File: config.mk
export PLATFORM = sky130hd
export DESIGN_NAME = logisim_top_level_shell
export DESIGN_NICKNAME = d
export VERILOG_FILES = /design/src/rtl/logisim_top_level_shell.sv
export SDC_FILE = /design/constraint.sdc
export NUM_CORES = 1
export LEC_CHECK = 0
export BUFFER_PORTS_ARGS = -buffer_cell sky130_fd_sc_hd__buf_4
export CAP_MARGIN = 20
export CORE_MARGIN = 1.5
export CORE_UTILIZATION = 45
export CTS_BUF_LIST = sky130_fd_sc_hd__clkbuf_4 sky130_fd_sc_hd__clkbuf_8
export DETAILED_ROUTE_END_ITERATION = 6
export GPL_ROUTABILITY_DRIVEN = 0
export HOLD_SLACK_MARGIN = 0.02
export PLACE_DENSITY = 0.63
export SYNTH_ARGS = -nofsm -noshare
export SYNTH_HDL_FRONTEND = slang
export SYNTH_SLANG_ARGS = --single-unit
File: constraint.sdc
create_clock -name fpgaGlobalClock -period 4.6 [get_ports fpgaGlobalClock]
set_input_delay 0.69 -clock fpgaGlobalClock [delete_from_list [all_inputs] [get_ports fpgaGlobalClock]]
set_output_delay 0.69 -clock fpgaGlobalClock [all_outputs]
set_load 0.01 [all_outputs]
File: src/rtl/logisim_top_level_shell.sv
// logisim_top_level_shell
// Bit-level top shell of a Manchester Baby (SSEM) core: a 32-bit accumulator
// machine that fetches instructions from, and stores results to, an external
// 32x32 single-port RAM.
//
// Ports
//   fpgaGlobalClock           sole clock, rising edge
//   reset_i_0                 asynchronous active-high reset
//   ram_data_i_0..31          RAM read word (combinational read of ram_addr)
//   ram_data_o_0..31          RAM write word, always the accumulator
//   ram_addr_o_0..4           RAM word address
//   ram_rw_en_o_0             0 = read, 1 = write on the closing clock edge
//   stop_lamp_o_0             high while halted by STP
//   logisim_clock_tree_0_out  buffered copy of fpgaGlobalClock
//
// State      | meaning
// ST_INC     | CI <= CI + 1 (frozen here while halted)
// ST_FETCH   | PI <= RAM[CI]
// ST_EXEC    | execute PI against S = RAM[PI[4:0]]
module logisim_top_level_shell (
  input  logic fpgaGlobalClock,
  input  logic reset_i_0,
  input  logic ram_data_i_0,  input  logic ram_data_i_1,  input  logic ram_data_i_2,  input  logic ram_data_i_3,
  input  logic ram_data_i_4,  input  logic ram_data_i_5,  input  logic ram_data_i_6,  input  logic ram_data_i_7,
  input  logic ram_data_i_8,  input  logic ram_data_i_9,  input  logic ram_data_i_10, input  logic ram_data_i_11,
  input  logic ram_data_i_12, input  logic ram_data_i_13, input  logic ram_data_i_14, input  logic ram_data_i_15,
  input  logic ram_data_i_16, input  logic ram_data_i_17, input  logic ram_data_i_18, input  logic ram_data_i_19,
  input  logic ram_data_i_20, input  logic ram_data_i_21, input  logic ram_data_i_22, input  logic ram_data_i_23,
  input  logic ram_data_i_24, input  logic ram_data_i_25, input  logic ram_data_i_26, input  logic ram_data_i_27,
  input  logic ram_data_i_28, input  logic ram_data_i_29, input  logic ram_data_i_30, input  logic ram_data_i_31,
  output logic ram_data_o_0,  output logic ram_data_o_1,  output logic ram_data_o_2,  output logic ram_data_o_3,
  output logic ram_data_o_4,  output logic ram_data_o_5,  output logic ram_data_o_6,  output logic ram_data_o_7,
  output logic ram_data_o_8,  output logic ram_data_o_9,  output logic ram_data_o_10, output logic ram_data_o_11,
  output logic ram_data_o_12, output logic ram_data_o_13, output logic ram_data_o_14, output logic ram_data_o_15,
  output logic ram_data_o_16, output logic ram_data_o_17, output logic ram_data_o_18, output logic ram_data_o_19,
  output logic ram_data_o_20, output logic ram_data_o_21, output logic ram_data_o_22, output logic ram_data_o_23,
  output logic ram_data_o_24, output logic ram_data_o_25, output logic ram_data_o_26, output logic ram_data_o_27,
  output logic ram_data_o_28, output logic ram_data_o_29, output logic ram_data_o_30, output logic ram_data_o_31,
  output logic ram_addr_o_0,
  output logic ram_addr_o_1,
  output logic ram_addr_o_2,
  output logic ram_addr_o_3,
  output logic ram_addr_o_4,
  output logic ram_rw_en_o_0,
  output logic stop_lamp_o_0,
  output logic logisim_clock_tree_0_out
);

  typedef enum logic [1:0] {
    ST_INC   = 2'd0,
    ST_FETCH = 2'd1,
    ST_EXEC  = 2'd2
  } state_t;

  localparam logic [2:0] FN_JMP = 3'b000;
  localparam logic [2:0] FN_JRP = 3'b001;
  localparam logic [2:0] FN_LDN = 3'b010;
  localparam logic [2:0] FN_STO = 3'b011;
  localparam logic [2:0] FN_CMP = 3'b110;
  localparam logic [2:0] FN_STP = 3'b111;

  logic [31:0] w_ram_data;
  logic [31:0] r_a, w_a_nxt;
  logic [31:0] r_ci, w_ci_nxt;
  // Only the function field and the operand line of PI are ever observable,
  // so the ignored instruction bits are not kept.
  logic [2:0]  r_pi_fn, w_pi_fn_nxt;
  logic [4:0]  r_pi_s, w_pi_s_nxt;
  logic        r_stop, w_stop_nxt;
  state_t      r_state, w_state_nxt;
  logic [4:0]  w_addr;
  logic        w_rw_en;

  assign w_ram_data = {ram_data_i_31, ram_data_i_30, ram_data_i_29, ram_data_i_28,
                       ram_data_i_27, ram_data_i_26, ram_data_i_25, ram_data_i_24,
                       ram_data_i_23, ram_data_i_22, ram_data_i_21, ram_data_i_20,
                       ram_data_i_19, ram_data_i_18, ram_data_i_17, ram_data_i_16,
                       ram_data_i_15, ram_data_i_14, ram_data_i_13, ram_data_i_12,
                       ram_data_i_11, ram_data_i_10, ram_data_i_9,  ram_data_i_8,
                       ram_data_i_7,  ram_data_i_6,  ram_data_i_5,  ram_data_i_4,
                       ram_data_i_3,  ram_data_i_2,  ram_data_i_1,  ram_data_i_0};

  always_ff @(posedge fpgaGlobalClock or posedge reset_i_0) begin
    if (reset_i_0) begin
      r_a     <= '0;
      r_ci    <= '0;
      r_pi_fn <= '0;
      r_pi_s  <= '0;
      r_stop  <= 1'b0;
      r_state <= ST_INC;
    end else begin
      r_a     <= w_a_nxt;
      r_ci    <= w_ci_nxt;
      r_pi_fn <= w_pi_fn_nxt;
      r_pi_s  <= w_pi_s_nxt;
      r_stop  <= w_stop_nxt;
      r_state <= w_state_nxt;
    end
  end

  always_comb begin
    w_a_nxt     = r_a;
    w_ci_nxt    = r_ci;
    w_pi_fn_nxt = r_pi_fn;
    w_pi_s_nxt  = r_pi_s;
    w_stop_nxt  = r_stop;
    w_state_nxt = r_state;
    w_addr      = r_ci[4:0];
    w_rw_en     = 1'b0;
    case (r_state)
      ST_INC: begin
        // Halt is a frozen INC state; only reset clears STOP.
        if (!r_stop) begin
          w_ci_nxt    = r_ci + 32'd1;
          w_state_nxt = ST_FETCH;
        end
      end
      ST_FETCH: begin
        w_pi_fn_nxt = w_ram_data[15:13];
        w_pi_s_nxt  = w_ram_data[4:0];
        w_state_nxt = ST_EXEC;
      end
      ST_EXEC: begin
        w_addr      = r_pi_s;
        w_state_nxt = ST_INC;
        case (r_pi_fn)
          FN_JMP: w_ci_nxt = w_ram_data;
          FN_JRP: w_ci_nxt = r_ci + w_ram_data;
          FN_LDN: w_a_nxt  = 32'd0 - w_ram_data;
          FN_STO: w_rw_en  = 1'b1;
          FN_CMP: if (r_a[31]) w_ci_nxt = r_ci + 32'd1;
          FN_STP: w_stop_nxt = 1'b1;
          default: w_a_nxt = r_a - w_ram_data;  // 100 and 101 are both SUB
        endcase
      end
      default: w_state_nxt = ST_INC;
    endcase
  end

  assign {ram_addr_o_4, ram_addr_o_3, ram_addr_o_2, ram_addr_o_1, ram_addr_o_0} = w_addr;
  assign ram_rw_en_o_0 = w_rw_en;
  assign stop_lamp_o_0 = r_stop;
  assign logisim_clock_tree_0_out = fpgaGlobalClock;

  assign {ram_data_o_31, ram_data_o_30, ram_data_o_29, ram_data_o_28,
          ram_data_o_27, ram_data_o_26, ram_data_o_25, ram_data_o_24,
          ram_data_o_23, ram_data_o_22, ram_data_o_21, ram_data_o_20,
          ram_data_o_19, ram_data_o_18, ram_data_o_17, ram_data_o_16,
          ram_data_o_15, ram_data_o_14, ram_data_o_13, ram_data_o_12,
          ram_data_o_11, ram_data_o_10, ram_data_o_9,  ram_data_o_8,
          ram_data_o_7,  ram_data_o_6,  ram_data_o_5,  ram_data_o_4,
          ram_data_o_3,  ram_data_o_2,  ram_data_o_1,  ram_data_o_0} = r_a;

endmodule

Word-level counts from Yosys, hierarchy flattened
Index checks and enable logic that the tools add are counted.
{ "word_totals": {"ff_bits": 75, "out_inout_bits": 40, "elab_cells": 38} }
{ "op_classes": {"addsub": 4, "n_eq_ne": 10, "muxes": 10, "n_bitwise": 1, "n_reduce_logical": 7} }
{ "ops": {"columns": ["cell", "count"], "rows": [
  ["case mux 32 bit (2 select lines)", 2],
  ["case mux 32 bit (3 select lines)", 1],
  ["2-to-1 mux 32 bit", 2],
  ["adder 32 x 1 -> 32 bit (second input constant)", 1],
  ["adder 32 bit", 1],
  ["subtractor 1 x 32 -> 32 bit (first input constant)", 1],
  ["subtractor 32 bit", 1],
  ["== test 3 x 2 -> 1 bit (second input constant)", 2],
  ["== test 3 bit (second input constant)", 2],
  ["2-to-1 mux 5 bit", 1],
  ["OR reduction 5 bit", 1],
  ["inequality test 4 x 2 -> 1 bit (second input constant)", 1],
  ["case mux 2 bit (2 select lines)", 1],
  ["AND reduction 2 bit", 2],
  ["AND reduction 4 bit", 1],
  ["== test 3 x 1 -> 1 bit (second input constant)", 1],
  ["zero test 3 bit", 1],
  ["inequality test 3 bit (second input constant)", 1],
  ["== test 2 x 1 -> 1 bit (second input constant)", 1],
  ["== test 2 bit (second input constant)", 1],
  ["zero test 2 bit", 1],
  ["2-to-1 mux 1 bit", 2],
  ["2-to-1 mux 2 bit", 1],
  ["inequality test 2 bit (second input constant)", 1],
  ["other kinds (2)", 2]
]} }

Longest topological paths before layout
Gate-level depths: netlist of the first run.
{ "logic_depth": {"depth_word": 4, "mapped_depth": 16, "mapped_depth_nobuf": 14} }

==> out/results.ini, run 1 <==
[min_path]
hp-class=in2async

[grt]
grt_max_degree=65
grt_use_total=0.228
grt_first_pass_wirelength_mm=18.1
grt-ovfl-total=0
antenna_found_initial=0
grt_pass1_vias=3751

[clock_network]
hold_buffers=0
postCtsSetupBuffers=0
ctsResizeCount=0
clk_latency_ns=0.41
clkTransAtPathRegs_ns=0.10
cts_tree=built

[outcome]
outcome=complete, no violations

[power]
swShare=0.481
p_int_mw=2.06
p_seq_frac=0.216
power_frac_comb=0.690
clockPowerShare=0.093
p_leak_nw=2.53
peakVddDrop_uv=307
power.density_nw_per_um2=794
switchingPower_mw=1.91
total_power_mw=3.97

[timing]
max_freq_mhz=246
hold_viol=0
fin_crit_ns=4.06
relSlewSlack=0.602
clock_skew_ns=0.00723
layout_setup_ws_ns=0.539
rsz0062_at_grt=false
hold_ws_ns=0.234
finalSetupViolations=0
tightest_slew_ns=0.598
min_period_over_period=0.883
slew_viol_final=0
setup_tns_ns=0

[cells_and_area]
layout_commonest_cell=nand2_1
n_antenna_cell=0
final_cell_mix=nand2_1, buf_4, o21ai_0, dfrtp_1, inv_1
fill_cells=895
fin_nets=685
ff_latch_area_um2=1200
postLayoutCoreUtil=0.546
area_growth_pct=19.0
design_area_um2=5000
layout-drive-gt1-share=0.157
multi_input_area_um2=2750
layoutNonFillerInstCount=721

[setup_path]
worstPathRequired_ns=4.91
crit_slowest_cell=dfrtp_1
cp-end-kind=register
max_stage_delay_ns=0.55
cp.arrival_ns=4.37
crit_start=r_pi_fn[1]
crit_end=r_a[31]
cpLargestDelayFamily=compound AO/OA/AOI/OAI gates
crit_buf_inv=1
r2r_cells=13
worstPathCellList=nor2b_1, nand2_1, buf_4, and2_1, ha_1, a21oi_1, o21ai_0, a32oi_1, o22ai_1, o41ai_2, a31oi_1, xor2_1, o311a_1
crit_cells=13
reg2reg_to=r_a[31]
cp_max_fo=20
r2r_start=r_pi_fn[1]
path_class=reg2reg
reg2reg_slack_ns=0.54
start_kind=register

[placed_design]
dp_hpwl_mm=7.95
dp.cells=708
preCtsSetupSlack_ns=0.573
numPortBuffers=73
placed_area_um2=4820

[detailed_routing]
wl_per_cell_um=14.7
drtIter0Drc=219
firstDrtPassIters=4
routed_wl_mm=10.6
viasPerCell=5.39
ant_nets=0
drc=0
vias=3884

[logic_synthesis]
netlist_area_um2=4200
ys_warn_count=0
async_flop_share=1.00
synth-edff-count=0
synthMuxAreaShare=0.00268
synthCells=544
seq_area_frac_synth=0.286
synth-xor-area-share=0.0688
synth.distinct_cells=53
synth_top_family_by_area=compound AO/OA/AOI/OAI gates
synth-adder-area-share=0.129
synth-seq-cells=48
synth-main-ff-cell=dfrtp_1
mappedNetlistNets=620
avgSynthCellArea_um2=7.73
synthSimpleGateAreaFrac=0.214
synth-compound-area-share=0.240

[floorplan]
core_area_um2=9150
rows=35
io_pins=74
start_util=0.459
die_h_um=99.6
dieArea_um2=9930
die_x_um=99.6

[run]
cap_violations=0

-- power groups by stage --
stage	clock, mW	combinational (mW)	sequential [mW]
floorplan	0.0179	1.95	0.851
global placement	0.0179	2.69	0.863
detailed placement	0.0179	2.70	0.864
CTS	0.385	2.73	0.858
global route	0.401	3.08	0.894
finish	0.370	2.74	0.860
-- state kept, by name (all words and copies together) (netlist names) --
signal         flops
r_state            2
r_pi_fn            3
r_a               32
r_pi_s             5
r_ci               5
stop_lamp_o_0      1
-- per-layer routing --
layer | GRT usage | up-vias | wire (um)
li1 | - | 2005 | -
met3 | 0.0450 | 15 | 474
met1 | 0.318 | 1779 | 5240
met4 | 0.0780 | 0 | 146
met2 | 0.354 | 85 | 4760
met5 | 0 | - | 0
-- worst min-delay path by stage --
stage	start	slack (ns)	endpoint
finish	reset_i_0	0.23	r_a[16]
global route	reset_i_0	0.25	r_a[16]
CTS	r_pi_s[2]	0.50	r_pi_s[2]
detailed placement	r_pi_s[2]	0.48	r_pi_s[2]
global placement	r_pi_s[3]	0.46	r_pi_s[3]
floorplan	r_pi_s[1]	0.45	r_pi_s[1]
-- logic make-up (layout without fill, tap and decap cells) --
kind of cell	count (synthesis)	in the layout
and+or+nand+nor	185	185
AOI/OAI and AO/OA	168	168
buffers and inverters	67	133
DFF	48	48
adders and majority gates	42	42
xor gates and xnor gates	33	33
muxes	1	1
-- final cells by class --
| cell class | count | share of cell area |
|---|---|---|
| multi-input cells | 429 | 0.550 |
| flip-flops and latches | 48 | 0.240 |
| repair buffers | 76 | 0.119 |
| inverters | 45 | 0.0338 |
| clock buffers | 11 | 0.0278 |
| well taps | 111 | 0.0278 |
| clock inverters | 1 | 0.00150 |
-- cells in the mapped netlist, types with 2 or more instances --
master	count	area, um2
o21ai_0	55	275
a21oi_1	39	195
a221oi_1	2	17.5
ha_1	40	500
a2111oi_0	2	17.5
a211oi_1	2	15.0
and2_1	31	194
fa_1	2	40.0
o22ai_1	2	12.5
and3_1	2	12.5
nand4_1	6	37.5
o21bai_1	6	45.0
nand2_1	82	308
nand3_1	7	35.0
nand2b_1	6	37.5
nor3_1	10	50.1
nor2b_1	10	62.6
o21a_1	3	22.5
nand3b_1	2	15.0
a21o_1	17	128
xnor2_1	16	140
a31oi_1	7	43.8
clkbuf_1	21	78.8
o21ai_1	15	75.1
inv_1	44	165
dfrtp_1	48	1200
o211ai_1	3	22.5
nor2_1	20	75.1
nor3b_1	3	22.5
xor2_1	17	149
a21boi_1	2	15.0
No activity file was read; power rests on OpenSTA's default activity.
==> run 2, diff against run 1 <==
--- a/config.mk
+++ b/config.mk
@@ -13,7 +13,7 @@
 export DETAILED_ROUTE_END_ITERATION = 6
 export GPL_ROUTABILITY_DRIVEN = 0
 export HOLD_SLACK_MARGIN = 0.02
-export PLACE_DENSITY = 0.63
+export PLACE_DENSITY = 0.64
 export SYNTH_ARGS = -nofsm -noshare
 export SYNTH_HDL_FRONTEND = slang
 export SYNTH_SLANG_ARGS = --single-unit
==> constraint.sdc (replaced) <==
create_clock -name fpgaGlobalClock -period 4.7 [get_ports fpgaGlobalClock]
set_input_delay 0.705 -clock fpgaGlobalClock [delete_from_list [all_inputs] [get_ports fpgaGlobalClock]]
set_output_delay 0.705 -clock fpgaGlobalClock [all_outputs]
set_load 0.01 [all_outputs]
==> run 2 against run 1 <==
Compared with the run above:
- combinational power is 3% lower
- die area unchanged
- utilization is the same
- count of clock-buffer cells in the layout unchanged
- non-clock buffer count down 1
- sequential power fell by 3.0%
- fmax is 0.57% higher
- clock power shrank 3%
- first-iteration DRC count down 31%
==> out/results.ini, run 2 (synthesized netlist as in run 1, its figures left out) <==
[cells_and_area]
fill_cells=891
layout-drive-gt1-share=0.156
area_growth_pct=19.0
postLayoutCoreUtil=0.546
largest_reg_flops=32
fin_nets=684
top_register=r_a
top_regs=r_a x32, r_ci x5, r_pi_s x5
design_area_um2=5000
layoutNonFillerInstCount=720
final_cell_mix=nand2_1, buf_4, o21ai_0, dfrtp_1, inv_1
layout_commonest_cell=nand2_1
n_antenna_cell=0

[setup_path]
crit_slowest_cell=dfrtp_1
cp-end-kind=register
worstPathCellList=nor2b_1, nand2_1, buf_4, and2_1, ha_1, a21oi_1, o21ai_0, a32oi_1, o22ai_1, o41ai_2, a31oi_1, xor2_1, o311a_1
max_stage_delay_ns=0.54
cp_max_fo=21
start_kind=register
path_class=reg2reg
cp.arrival_ns=4.35
worstPathRequired_ns=5.01

[timing]
hold_ws_ns=0.275
rsz0062_at_grt=false
min_period_over_period=0.859
hold_viol=0
fin_crit_ns=4.04
slew_viol_final=0
setup_tns_ns=0
clock_skew_ns=0.0121
layout_setup_ws_ns=0.663
tightest_slew_ns=0.943
finalSetupViolations=0
max_freq_mhz=248
relSlewSlack=0.370

[detailed_routing]
firstDrtPassIters=5
ant_nets=0
routed_wl_mm=10.4
drtIter0Drc=152
vias=3862
viasPerCell=5.36
wl_per_cell_um=14.5
drc=0

[floorplan]
rows=35
dieArea_um2=9930
start_util=0.459
die_h_um=99.6
core_area_um2=9150
die_x_um=99.6
io_pins=74

[grt]
grt_use_total=0.227
antenna_found_initial=0
grt_first_pass_wirelength_mm=18.0
grt_max_degree=65
grt_pass1_vias=3756
grt-ovfl-total=0

[power]
total_power_mw=3.86
peakVddDrop_uv=305
p_leak_nw=2.53
power.density_nw_per_um2=772

[placed_design]
dp_hpwl_mm=8.00
placed_area_um2=4810
numPortBuffers=73
preCtsSetupSlack_ns=0.665
dp.cells=707

[clock_network]
ctsResizeCount=0
postCtsSetupBuffers=0
hold_buffers=0
clk_latency_ns=0.42
cts_tree=built
clkTransAtPathRegs_ns=0.10

[outcome]
outcome=complete, no violations

[run]
cap_violations=0

[min_path]
hp-class=in2async

## run 2: cell types whose count changed in the layout (fill, tap and decap cells not counted), sizes merged
cell	delta
buf	-1
## run 2: worst paths after layout
path,slack (ns),start,endpoint,cells after the start
setup / recovery,0.66,r_pi_fn[1],r_a[31],13
hold reg to reg,0.50,r_state[0],r_state[0],1
setup reg to reg,0.66,r_pi_fn[1],r_a[31],13
max in group asynchronous,3.91,reset_i_0,r_pi_s[2],3
hold / removal,0.28,reset_i_0,r_a[27],2
min in group fpgaGlobalClock,0.50,r_state[0],r_state[0],1
## run 2: layout make-up
cell class                      instances  area [um2]  area share
Clock buffer                           11         139      0.0278
Clock inverter                          1        7.51     0.00150
Inverter                               45         169      0.0338
Multi-Input combinational cell        429        2750       0.550
Sequential cell                        48        1200       0.240
Tap cell                              111         139      0.0278
Timing Repair Buffer                   75         596       0.119
## run 2: worst max-delay path, delay by kind of cell, from the launching register on
kind,cells,cell delay (ns)
flops,1,0.54
simple gates,3,1.00
xor+xnor,1,0.18
fa+ha+maj,1,0.31
compound gates,7,1.57
buf+inv,1,0.34
## run 2: metal layers
metal / vias to the layer above / global-route usage / wire (um)
met5: - / 0 / 0
met4: 0 / 0.0715 / 148
met3: 12 / 0.0394 / 482
met2: 98 / 0.361 / 4640
met1: 1757 / 0.315 / 5150
li1: 1995 / - / -
## run 2: report_power, final
group / leakage (nW) / internal [mW] / switching [mW]
Sequential: 0.586 / 0.624 / 0.210
Combinational: 1.87 / 1.20 / 1.47
Clock: 0.0743 / 0.190 / 0.169
